`src/rtl/sopc_bus_pkg.sv`:
```
// Shared types and widths for the SOPC two-master system bus.
package sopc_bus_pkg;
    localparam int ADDR_W = 32;
    localparam int DATA_W = 32;
    localparam int SEL_W  = 4;

    localparam logic M0 = 1'b0;
    localparam logic M1 = 1'b1;

    typedef enum logic [1:0] {IDLE, BUSY0, BUSY1} state_e;
endpackage

```
`src/rtl/sopc_bus_arbiter_if.sv`:
```
// Signal bundle for the SOPC bus: two master ports plus the shared slave port.
interface sopc_bus_arbiter_if;
    import sopc_bus_pkg::*;

    logic              m0_req,   m1_req;
    logic [ADDR_W-1:0] m0_addr,  m1_addr;
    logic              m0_we,    m1_we;
    logic [SEL_W-1:0]  m0_sel,   m1_sel;
    logic [DATA_W-1:0] m0_wdata, m1_wdata;
    logic [DATA_W-1:0] m0_rdata, m1_rdata;
    logic              m0_ack,   m1_ack;
    logic              m0_err,   m1_err;
    logic              m0_stall, m1_stall;

    logic              s_stb;
    logic [ADDR_W-1:0] s_addr;
    logic              s_we;
    logic [SEL_W-1:0]  s_sel;
    logic [DATA_W-1:0] s_wdata;
    logic [DATA_W-1:0] s_rdata;
    logic              s_ack;

    // master: the arbiter, which masters the shared slave bus
    modport master (
        input  m0_req, m0_addr, m0_we, m0_sel, m0_wdata,
        input  m1_req, m1_addr, m1_we, m1_sel, m1_wdata,
        output m0_rdata, m0_ack, m0_err, m0_stall,
        output m1_rdata, m1_ack, m1_err, m1_stall,
        output s_stb, s_addr, s_we, s_sel, s_wdata,
        input  s_rdata, s_ack
    );

    // slave: the surrounding system (CPU ports and the addressed slave)
    modport slave (
        output m0_req, m0_addr, m0_we, m0_sel, m0_wdata,
        output m1_req, m1_addr, m1_we, m1_sel, m1_wdata,
        input  m0_rdata, m0_ack, m0_err, m0_stall,
        input  m1_rdata, m1_ack, m1_err, m1_stall,
        input  s_stb, s_addr, s_we, s_sel, s_wdata,
        output s_rdata, s_ack
    );
endinterface

```
`src/rtl/sopc_bus_watchdog.sv`:
```
// Saturating no-ack counter; expired holds once TIMEOUT unacked strobe cycles are seen.
module sopc_bus_watchdog #(
    parameter int TIMEOUT = 255
) (
    input  logic clk,
    input  logic rst_n,
    input  logic clr,
    input  logic en,
    output logic expired
);
    localparam int W = $clog2(TIMEOUT + 1);

    logic [W-1:0] cnt;

    assign expired = (cnt == W'(TIMEOUT));

    always_ff @(posedge clk or negedge rst_n) begin
        if (!rst_n)
            cnt <= '0;
        else if (clr)
            cnt <= '0;
        else if (en && !expired)
            cnt <= cnt + 1'b1;
    end
endmodule

```
`src/rtl/sopc_bus_arbiter.sv`:
```
// Round-robin arbiter sharing one slave between the instruction and data ports,
// with a watchdog that turns a silent slave into an error completion.
module sopc_bus_arbiter #(
    parameter int TIMEOUT = 255
) (
    input  logic                      clk,
    input  logic                      rst_n,
    sopc_bus_arbiter_if.master        bus
);
    import sopc_bus_pkg::*;

    state_e                  state_q, state_nx;
    logic                    last_q, last_nx;
    logic                    drop_q, drop_nx;
    logic                    stb_q, stb_nx;
    logic [ADDR_W-1:0]       addr_q, addr_nx;
    logic                    we_q, we_nx;
    logic [SEL_W-1:0]        sel_q, sel_nx;
    logic [DATA_W-1:0]       wdata_q, wdata_nx;
    logic [1:0]              ack_q, ack_nx;
    logic [1:0]              err_q, err_nx;
    logic [1:0][DATA_W-1:0]  rdata_q, rdata_nx;

    logic [1:0]              req;
    logic [1:0][ADDR_W-1:0]  m_addr;
    logic [1:0]              m_we;
    logic [1:0][SEL_W-1:0]   m_sel;
    logic [1:0][DATA_W-1:0]  m_wdata;
    logic                    gnt, cur, keep;
    logic                    wd_clr, wd_exp;

    assign req     = {bus.m1_req,   bus.m0_req};
    assign m_addr  = {bus.m1_addr,  bus.m0_addr};
    assign m_we    = {bus.m1_we,    bus.m0_we};
    assign m_sel   = {bus.m1_sel,   bus.m0_sel};
    assign m_wdata = {bus.m1_wdata, bus.m0_wdata};

    sopc_bus_watchdog #(.TIMEOUT(TIMEOUT)) u_wd (
        .clk     (clk),
        .rst_n   (rst_n),
        .clr     (wd_clr),
        .en      (stb_q & ~bus.s_ack),
        .expired (wd_exp)
    );

    always_comb begin
        state_nx = state_q;
        last_nx  = last_q;
        drop_nx  = drop_q;
        stb_nx   = stb_q;
        addr_nx  = addr_q;
        we_nx    = we_q;
        sel_nx   = sel_q;
        wdata_nx = wdata_q;
        ack_nx   = '0;
        err_nx   = '0;
        rdata_nx = rdata_q;
        wd_clr   = 1'b0;
        gnt      = M0;
        cur      = (state_q == BUSY1);
        // a master that let go at any point during its slot gets no completion
        keep     = ~drop_q & req[cur];

        unique case (state_q)
            IDLE: begin
                if (|req) begin
                    gnt      = (&req) ? ~last_q : req[M1];
                    stb_nx   = 1'b1;
                    addr_nx  = m_addr[gnt];
                    we_nx    = m_we[gnt];
                    sel_nx   = m_sel[gnt];
                    wdata_nx = m_wdata[gnt];
                    wd_clr   = 1'b1;
                    drop_nx  = 1'b0;
                    state_nx = gnt ? BUSY1 : BUSY0;
                end
            end
            BUSY0, BUSY1: begin
                if (!req[cur])
                    drop_nx = 1'b1;
                if (bus.s_ack) begin
                    stb_nx      = 1'b0;
                    ack_nx[cur] = keep;
                    if (keep && !we_q)
                        rdata_nx[cur] = bus.s_rdata;
                    last_nx     = cur;
                    state_nx    = IDLE;
                end else if (wd_exp) begin
                    stb_nx      = 1'b0;
                    ack_nx[cur] = keep;
                    err_nx[cur] = keep;
                    if (keep)
                        rdata_nx[cur] = '0;
                    state_nx    = IDLE;
                end
            end
            default: state_nx = IDLE;
        endcase
    end

    always_ff @(posedge clk or negedge rst_n) begin
        if (!rst_n) begin
            state_q <= IDLE;
            last_q  <= M0;
            drop_q  <= 1'b0;
            stb_q   <= 1'b0;
            addr_q  <= '0;
            we_q    <= 1'b0;
            sel_q   <= '0;
            wdata_q <= '0;
            ack_q   <= '0;
            err_q   <= '0;
            rdata_q <= '0;
        end else begin
            state_q <= state_nx;
            last_q  <= last_nx;
            drop_q  <= drop_nx;
            stb_q   <= stb_nx;
            addr_q  <= addr_nx;
            we_q    <= we_nx;
            sel_q   <= sel_nx;
            wdata_q <= wdata_nx;
            ack_q   <= ack_nx;
            err_q   <= err_nx;
            rdata_q <= rdata_nx;
        end
    end

    assign bus.s_stb    = stb_q;
    assign bus.s_addr   = addr_q;
    assign bus.s_we     = we_q;
    assign bus.s_sel    = sel_q;
    assign bus.s_wdata  = wdata_q;
    assign bus.m0_ack   = ack_q[0];
    assign bus.m1_ack   = ack_q[1];
    assign bus.m0_err   = err_q[0];
    assign bus.m1_err   = err_q[1];
    assign bus.m0_rdata = rdata_q[0];
    assign bus.m1_rdata = rdata_q[1];
    assign bus.m0_stall = bus.m0_req & ~ack_q[0];
    assign bus.m1_stall = bus.m1_req & ~ack_q[1];
endmodule
```
`src/flat_wrapper.sv`:
```
// flat-port wrapper written by rule: the top's interface ports become plain ports
module sopc_bus_arbiter_flat import sopc_bus_pkg::*;
#(
    parameter int TIMEOUT = 255
)
  (clk, rst_n, bus_m0_req, bus_m0_addr, bus_m0_we, bus_m0_sel, bus_m0_wdata, bus_m1_req, bus_m1_addr, bus_m1_we, bus_m1_sel, bus_m1_wdata, bus_m0_rdata, bus_m0_ack, bus_m0_err, bus_m0_stall, bus_m1_rdata, bus_m1_ack, bus_m1_err, bus_m1_stall, bus_s_stb, bus_s_addr, bus_s_we, bus_s_sel, bus_s_wdata, bus_s_rdata, bus_s_ack);
  sopc_bus_arbiter_if bus_i ();
  input  logic clk;
  input  logic rst_n;
  input wire logic [$bits(bus_i.m0_req)-1:0] bus_m0_req;
  input wire logic [$bits(bus_i.m0_addr)-1:0] bus_m0_addr;
  input wire logic [$bits(bus_i.m0_we)-1:0] bus_m0_we;
  input wire logic [$bits(bus_i.m0_sel)-1:0] bus_m0_sel;
  input wire logic [$bits(bus_i.m0_wdata)-1:0] bus_m0_wdata;
  input wire logic [$bits(bus_i.m1_req)-1:0] bus_m1_req;
  input wire logic [$bits(bus_i.m1_addr)-1:0] bus_m1_addr;
  input wire logic [$bits(bus_i.m1_we)-1:0] bus_m1_we;
  input wire logic [$bits(bus_i.m1_sel)-1:0] bus_m1_sel;
  input wire logic [$bits(bus_i.m1_wdata)-1:0] bus_m1_wdata;
  output wire logic [$bits(bus_i.m0_rdata)-1:0] bus_m0_rdata;
  output wire logic [$bits(bus_i.m0_ack)-1:0] bus_m0_ack;
  output wire logic [$bits(bus_i.m0_err)-1:0] bus_m0_err;
  output wire logic [$bits(bus_i.m0_stall)-1:0] bus_m0_stall;
  output wire logic [$bits(bus_i.m1_rdata)-1:0] bus_m1_rdata;
  output wire logic [$bits(bus_i.m1_ack)-1:0] bus_m1_ack;
  output wire logic [$bits(bus_i.m1_err)-1:0] bus_m1_err;
  output wire logic [$bits(bus_i.m1_stall)-1:0] bus_m1_stall;
  output wire logic [$bits(bus_i.s_stb)-1:0] bus_s_stb;
  output wire logic [$bits(bus_i.s_addr)-1:0] bus_s_addr;
  output wire logic [$bits(bus_i.s_we)-1:0] bus_s_we;
  output wire logic [$bits(bus_i.s_sel)-1:0] bus_s_sel;
  output wire logic [$bits(bus_i.s_wdata)-1:0] bus_s_wdata;
  input wire logic [$bits(bus_i.s_rdata)-1:0] bus_s_rdata;
  input wire logic [$bits(bus_i.s_ack)-1:0] bus_s_ack;
  assign bus_i.m0_req = bus_m0_req;
  assign bus_i.m0_addr = bus_m0_addr;
  assign bus_i.m0_we = bus_m0_we;
  assign bus_i.m0_sel = bus_m0_sel;
  assign bus_i.m0_wdata = bus_m0_wdata;
  assign bus_i.m1_req = bus_m1_req;
  assign bus_i.m1_addr = bus_m1_addr;
  assign bus_i.m1_we = bus_m1_we;
  assign bus_i.m1_sel = bus_m1_sel;
  assign bus_i.m1_wdata = bus_m1_wdata;
  assign bus_m0_rdata = bus_i.m0_rdata;
  assign bus_m0_ack = bus_i.m0_ack;
  assign bus_m0_err = bus_i.m0_err;
  assign bus_m0_stall = bus_i.m0_stall;
  assign bus_m1_rdata = bus_i.m1_rdata;
  assign bus_m1_ack = bus_i.m1_ack;
  assign bus_m1_err = bus_i.m1_err;
  assign bus_m1_stall = bus_i.m1_stall;
  assign bus_s_stb = bus_i.s_stb;
  assign bus_s_addr = bus_i.s_addr;
  assign bus_s_we = bus_i.s_we;
  assign bus_s_sel = bus_i.s_sel;
  assign bus_s_wdata = bus_i.s_wdata;
  assign bus_i.s_rdata = bus_s_rdata;
  assign bus_i.s_ack = bus_s_ack;
  sopc_bus_arbiter #(.TIMEOUT(TIMEOUT)) u_core (.clk(clk), .rst_n(rst_n), .bus(bus_i));
endmodule
```
`config.mk`:
```
export PLATFORM = sky130hd
export DESIGN_NAME = sopc_bus_arbiter_flat
export DESIGN_NICKNAME = d
export VERILOG_FILES = /design/src/rtl/sopc_bus_pkg.sv /design/src/rtl/sopc_bus_arbiter_if.sv /design/src/rtl/sopc_bus_watchdog.sv /design/src/rtl/sopc_bus_arbiter.sv /design/src/flat_wrapper.sv
export SDC_FILE = /design/constraint.sdc
export NUM_CORES = 1
export LEC_CHECK = 0
export CAP_MARGIN = 20
export CORE_MARGIN = 5
export CORE_UTILIZATION = 44
export CTS_CLUSTER_DIAMETER = 40
export DETAILED_ROUTE_END_ITERATION = 7
export GPL_ROUTABILITY_DRIVEN = 0
export PLACE_DENSITY = 0.86
export SLEW_MARGIN = 20
export SYNTH_ARGS = -nofsm -noshare
export SYNTH_HDL_FRONTEND = slang
export SYNTH_SLANG_ARGS = --single-unit
```
`constraint.sdc`:
```
create_clock -name clk -period 3.7 [get_ports clk]
set_input_delay 0.37 -clock clk [delete_from_list [all_inputs] [get_ports clk]]
set_output_delay 0.37 -clock clk [all_outputs]
set_load 0.01 [all_outputs]
```
==> metrics.txt <==
# TYPE chip_impl_metric gauge
chip_impl_metric{name="grt_start_max_net_pins",unit=""} 143
chip_impl_metric{name="required_time_at_the_endpoint_of_the_critical_path",unit="ns"} 3.99
chip_impl_metric{name="die-area",unit="sq um"} 17200
chip_impl_metric{name="grt_first_pass_wirelength",unit="mm"} 32.1
chip_impl_metric{name="fp.dieW",unit="um"} 131
chip_impl_metric{name="sequential_element_share_of_the_synthesized_area",unit=""} 0.581
chip_impl_info{name="status",value="finished, final reports clean"} 1
chip_impl_metric{name="number_of_global_route_vias_before_repair",unit=""} 5817
chip_impl_metric{name="grtUsageTotal",unit=""} 0.232
chip_impl_metric{name="worst_pin_slew",unit="ns"} 0.906
chip_impl_metric{name="syn-cell-area",unit="sq um"} 6460
chip_impl_info{name="element_type_at_the_critical_path_start",value="flop"} 1
chip_impl_metric{name="place.detailed.hpwl",unit="mm"} 15.1
chip_impl_metric{name="number_of_standard_cells_in_the_layout_taps_in_and_fillers_out",unit=""} 1040
chip_impl_metric{name="post_cts_resize_count",unit=""} 0
chip_impl_info{name="min_path_type",value="in2async"} 1
chip_impl_metric{name="fmax",unit="GHz"} 0.420
chip_impl_info{name="synth_top_flop_cell",value="dfrtp_1"} 1
chip_impl_info{name="critical_path.endpoint_type",value="flop"} 1
chip_impl_metric{name="floorplan.core_area",unit="sq um"} 14500
chip_impl_metric{name="clock_slew_at_reported_path_ffs",unit="ns"} 0.06
chip_impl_metric{name="setup_viol",unit=""} 0
chip_impl_metric{name="timing.reg2reg.setup_slack",unit="ns"} 1.32
chip_impl_metric{name="fp-row-count",unit=""} 44
chip_impl_metric{name="maxCapViolations",unit=""} 0
chip_impl_info{name="crit_path_cell_trace",value="inv_1 > ha_1 > nor4bb_4 > buf_4 > o21ai_4 > a32o_1"} 1
chip_impl_metric{name="detail_route.drc_violations",unit=""} 0
chip_impl_metric{name="drive_gt1_frac",unit=""} 0.0584
chip_impl_metric{name="clk_latency",unit="ns"} 0.41
chip_impl_metric{name="timing_hold_violations_final",unit=""} 0
chip_impl_metric{name="detailroute.via_count",unit=""} 5624
chip_impl_metric{name="worst_path_largest_cell_delay",unit="ns"} 0.48
chip_impl_info{name="post_synth_most_frequent_cells",value="dfrtp_1 (150), nand2_1 (77), mux2i_1 (69)"} 1
chip_impl_metric{name="final_design_area_no_fill",unit="sq um"} 10300
chip_impl_metric{name="critPathArrivalTime",unit="ns"} 2.67
chip_impl_metric{name="clock_tree.htree_level_count",unit=""} 4
chip_impl_metric{name="cts.sinks",unit=""} 150
chip_impl_metric{name="dp.cells",unit=""} 1009
chip_impl_metric{name="dpl_cell_area",unit="sq um"} 9720
chip_impl_metric{name="cts-root-to-sink-buffers",unit=""} 2
chip_impl_metric{name="final-max-slew-violation-count",unit=""} 0
chip_impl_metric{name="num_antenna_cells",unit=""} 0
chip_impl_metric{name="drt-initial-drc-count",unit=""} 343
chip_impl_metric{name="synthDominantCellAreaShare",unit=""} 0.581
chip_impl_metric{name="slew_headroom",unit=""} 0.396
chip_impl_metric{name="fin_skew",unit="ns"} 0.0112
chip_impl_metric{name="yosysUniqueCellTypes",unit=""} 44
chip_impl_metric{name="synth.yosys.warnings",unit=""} 0
chip_impl_metric{name="timing.critical_path.fanout_max",unit=""} 32
chip_impl_metric{name="final.period_utilization",unit=""} 0.644
chip_impl_info{name="ys_top_cells_by_area",value="dfrtp_1 (58%), mux2i_1 (11%), a32o_1 (6.8%)"} 1
chip_impl_metric{name="ant_nets",unit=""} 0
chip_impl_info{name="synth_area_leader_cell",value="dfrtp_1"} 1
chip_impl_metric{name="power-per-cell-area",unit="nW/um^2"} 741
chip_impl_metric{name="cts_inserted_buffers",unit=""} 17
chip_impl_metric{name="wirelength",unit="mm"} 20.4
chip_impl_metric{name="power.leakage",unit="nW"} 4.42
chip_impl_info{name="tritoncts",value="yes"} 1
chip_impl_metric{name="detail_route.vias_per_cell",unit=""} 5.41
chip_impl_info{name="root_buffer",value="clkbuf_16"} 1
chip_impl_metric{name="synth-seq-cells",unit=""} 150
chip_impl_metric{name="post_synth_edffs",unit=""} 0
chip_impl_metric{name="syn-mean-instance-area",unit="sq um"} 11.8
chip_impl_metric{name="fin_crit",unit="ns"} 2.38
chip_impl_info{name="setup.worst_path.class",value="reg2reg"} 1
chip_impl_metric{name="routed_wire_length_per_instance",unit="um"} 19.6
chip_impl_metric{name="floorplan.initialDensity",unit=""} 0.446
chip_impl_metric{name="synthesis.nets",unit=""} 727
chip_impl_metric{name="worstRegToRegCells",unit=""} 6
chip_impl_metric{name="port_buffers",unit=""} 314
chip_impl_info{name="grt_setup_unrepaired",value="false"} 1
chip_impl_info{name="synthMostInstantiatedCell",value="dfrtp_1"} 1
chip_impl_metric{name="post-cts-setup-buffers",unit=""} 0
chip_impl_metric{name="antenna_found_initial",unit=""} 0
chip_impl_metric{name="gr-total-overflow",unit=""} 0
chip_impl_info{name="timing.critical_path.slowest_stage_cell",value="ha_1"} 1
chip_impl_metric{name="sum_neg_setup_slack",unit="ns"} 0
chip_impl_metric{name="vdd.ir_drop.worst",unit="V"} 0.000386
chip_impl_metric{name="ios",unit=""} 315
chip_impl_metric{name="layout-area-overhead-vs-synth",unit="%"} 59.7
chip_impl_metric{name="ys_async_sr_fraction",unit=""} 1.00
chip_impl_metric{name="cts.hold.buffers_added",unit=""} 0
chip_impl_metric{name="drt_first_pass_iters",unit=""} 6
chip_impl_metric{name="final_net_count",unit=""} 1022
chip_impl_metric{name="synthesis.instances",unit=""} 549
chip_impl_metric{name="die_height",unit="um"} 131
[per-layer routing]
| layer | share of wire | up-vias | global-route usage |
|---|---|---|---|
| li1 | - | 2591 | - |
| met1 | 0.36 | 2689 | 0.259 |
| met2 | 0.52 | 306 | 0.406 |
| met3 | 0.094 | 38 | 0.0818 |
| met4 | 0.026 | 0 | 0.0866 |
| met5 | 0 | - | 0 |
[worst max-delay path, delay by kind of cell (launching register included)]
kind	cells	cell delay (ns)
AO/OA/AOI/OAI	2	0.66
flip-flops	1	0.37
adder cells (fa/ha/maj)	1	0.48
buffers and inverters	2	0.41
AND/OR/NAND/NOR	1	0.34
[state kept, by name (all words and copies together), names as in the netlist, 2 cells and up]
name                 count
u_core.bus.m0_rdata     32
u_core.bus.s_wdata      32
u_core.bus.m1_rdata     32
u_core.bus.s_addr       32
u_core.bus.s_sel         4
u_core.err_q             2
u_core.state_q           2
u_core.u_wd.cnt          8
u_core.ack_q             2
[cell type report]
type,instances,area [sq um]
fillers,967,4160
repair buffers,322,3240
clock buffers,19,443
well taps,184,230
inverters,3,11.3
flip-flops and latches,150,3750
clock inverters,12,154
multi-input cells,350,2490
[through the flow]
stage | setup WS, ns | util | hold WS [ns] | power [W]
CTS | 1.35 | 0.713 | 0.139 | 0.00771
global route | 1.20 | 0.713 | 0.160 | 0.00805
global placement | 1.20 | 0.670 | 0.462 | 0.00579
detailed placement | 1.18 | 0.671 | 0.471 | 0.00593
finish | 1.32 | 0.713 | 0.0525 | 0.00765
floorplan | 1.96 | - | 0.0744 | 0.00403
[worst paths after layout]
path | startpoint | to
worst max-delay path | u_core.state_q[0] | u_core.bus.m0_rdata[10]
worst min-delay path | rst_n | u_core.bus.m0_rdata[13]
worst max register to register | u_core.state_q[0] | u_core.bus.m0_rdata[10]
worst min register to register | u_core.bus.s_addr[17] | u_core.bus.s_addr[17]
max in group asynchronous | rst_n | u_core.bus.s_addr[31]
min in group clk | u_core.bus.s_addr[17] | u_core.bus.s_addr[17]
[power by group]
part | internal [W] | switching [W] | total (W)
logic | 0.00174 | 0.00145 | 0.00319
registers | 0.00230 | 0.000421 | 0.00272
clock network | 0.00107 | 0.000665 | 0.00174
total | 0.00512 | 0.00253 | 0.00765
[placed cells by master, fill, tap and decap left out, types with 2 or more instances in the layout]
cell type and instances:
clkbuf_16 17, clkdlybuf4s50_1 313, nand3_1 11, nor2_1 7, bufinv_16 3, a22o_1 20, xnor2_1 3, a211o_1 2
a32o_1 44, o21ai_4 2, clkbuf_8 2, ha_1 3, nor3_1 3, nand2_1 77, clkinv_2 3, clkinvlp_4 3
clkinv_4 2, and2_1 4, buf_12 2, inv_1 3, o21ai_1 19, a21oi_1 4, mux2i_1 69, o21ai_0 52
buf_4 5, nor2b_1 6, nand2b_1 2, dfrtp_1 150
[cells by family (layout without fill, tap and decap cells)]
| family | count (synthesis) | in the layout | share of synthesized area |
|---|---|---|---|
| DFF | 150 | 150 | 0.581 |
| and+or+nand+nor | 120 | 120 | 0.0852 |
| buffers and inverters | 49 | 356 | 0.0405 |
| AOI/OAI and AO/OA | 153 | 153 | 0.174 |
| xor gates and xnor gates | 4 | 4 | 0.00542 |
| adders and majority gates | 3 | 3 | 0.00581 |
| muxes | 70 | 70 | 0.109 |
Power figures use the tool's default switching activity.
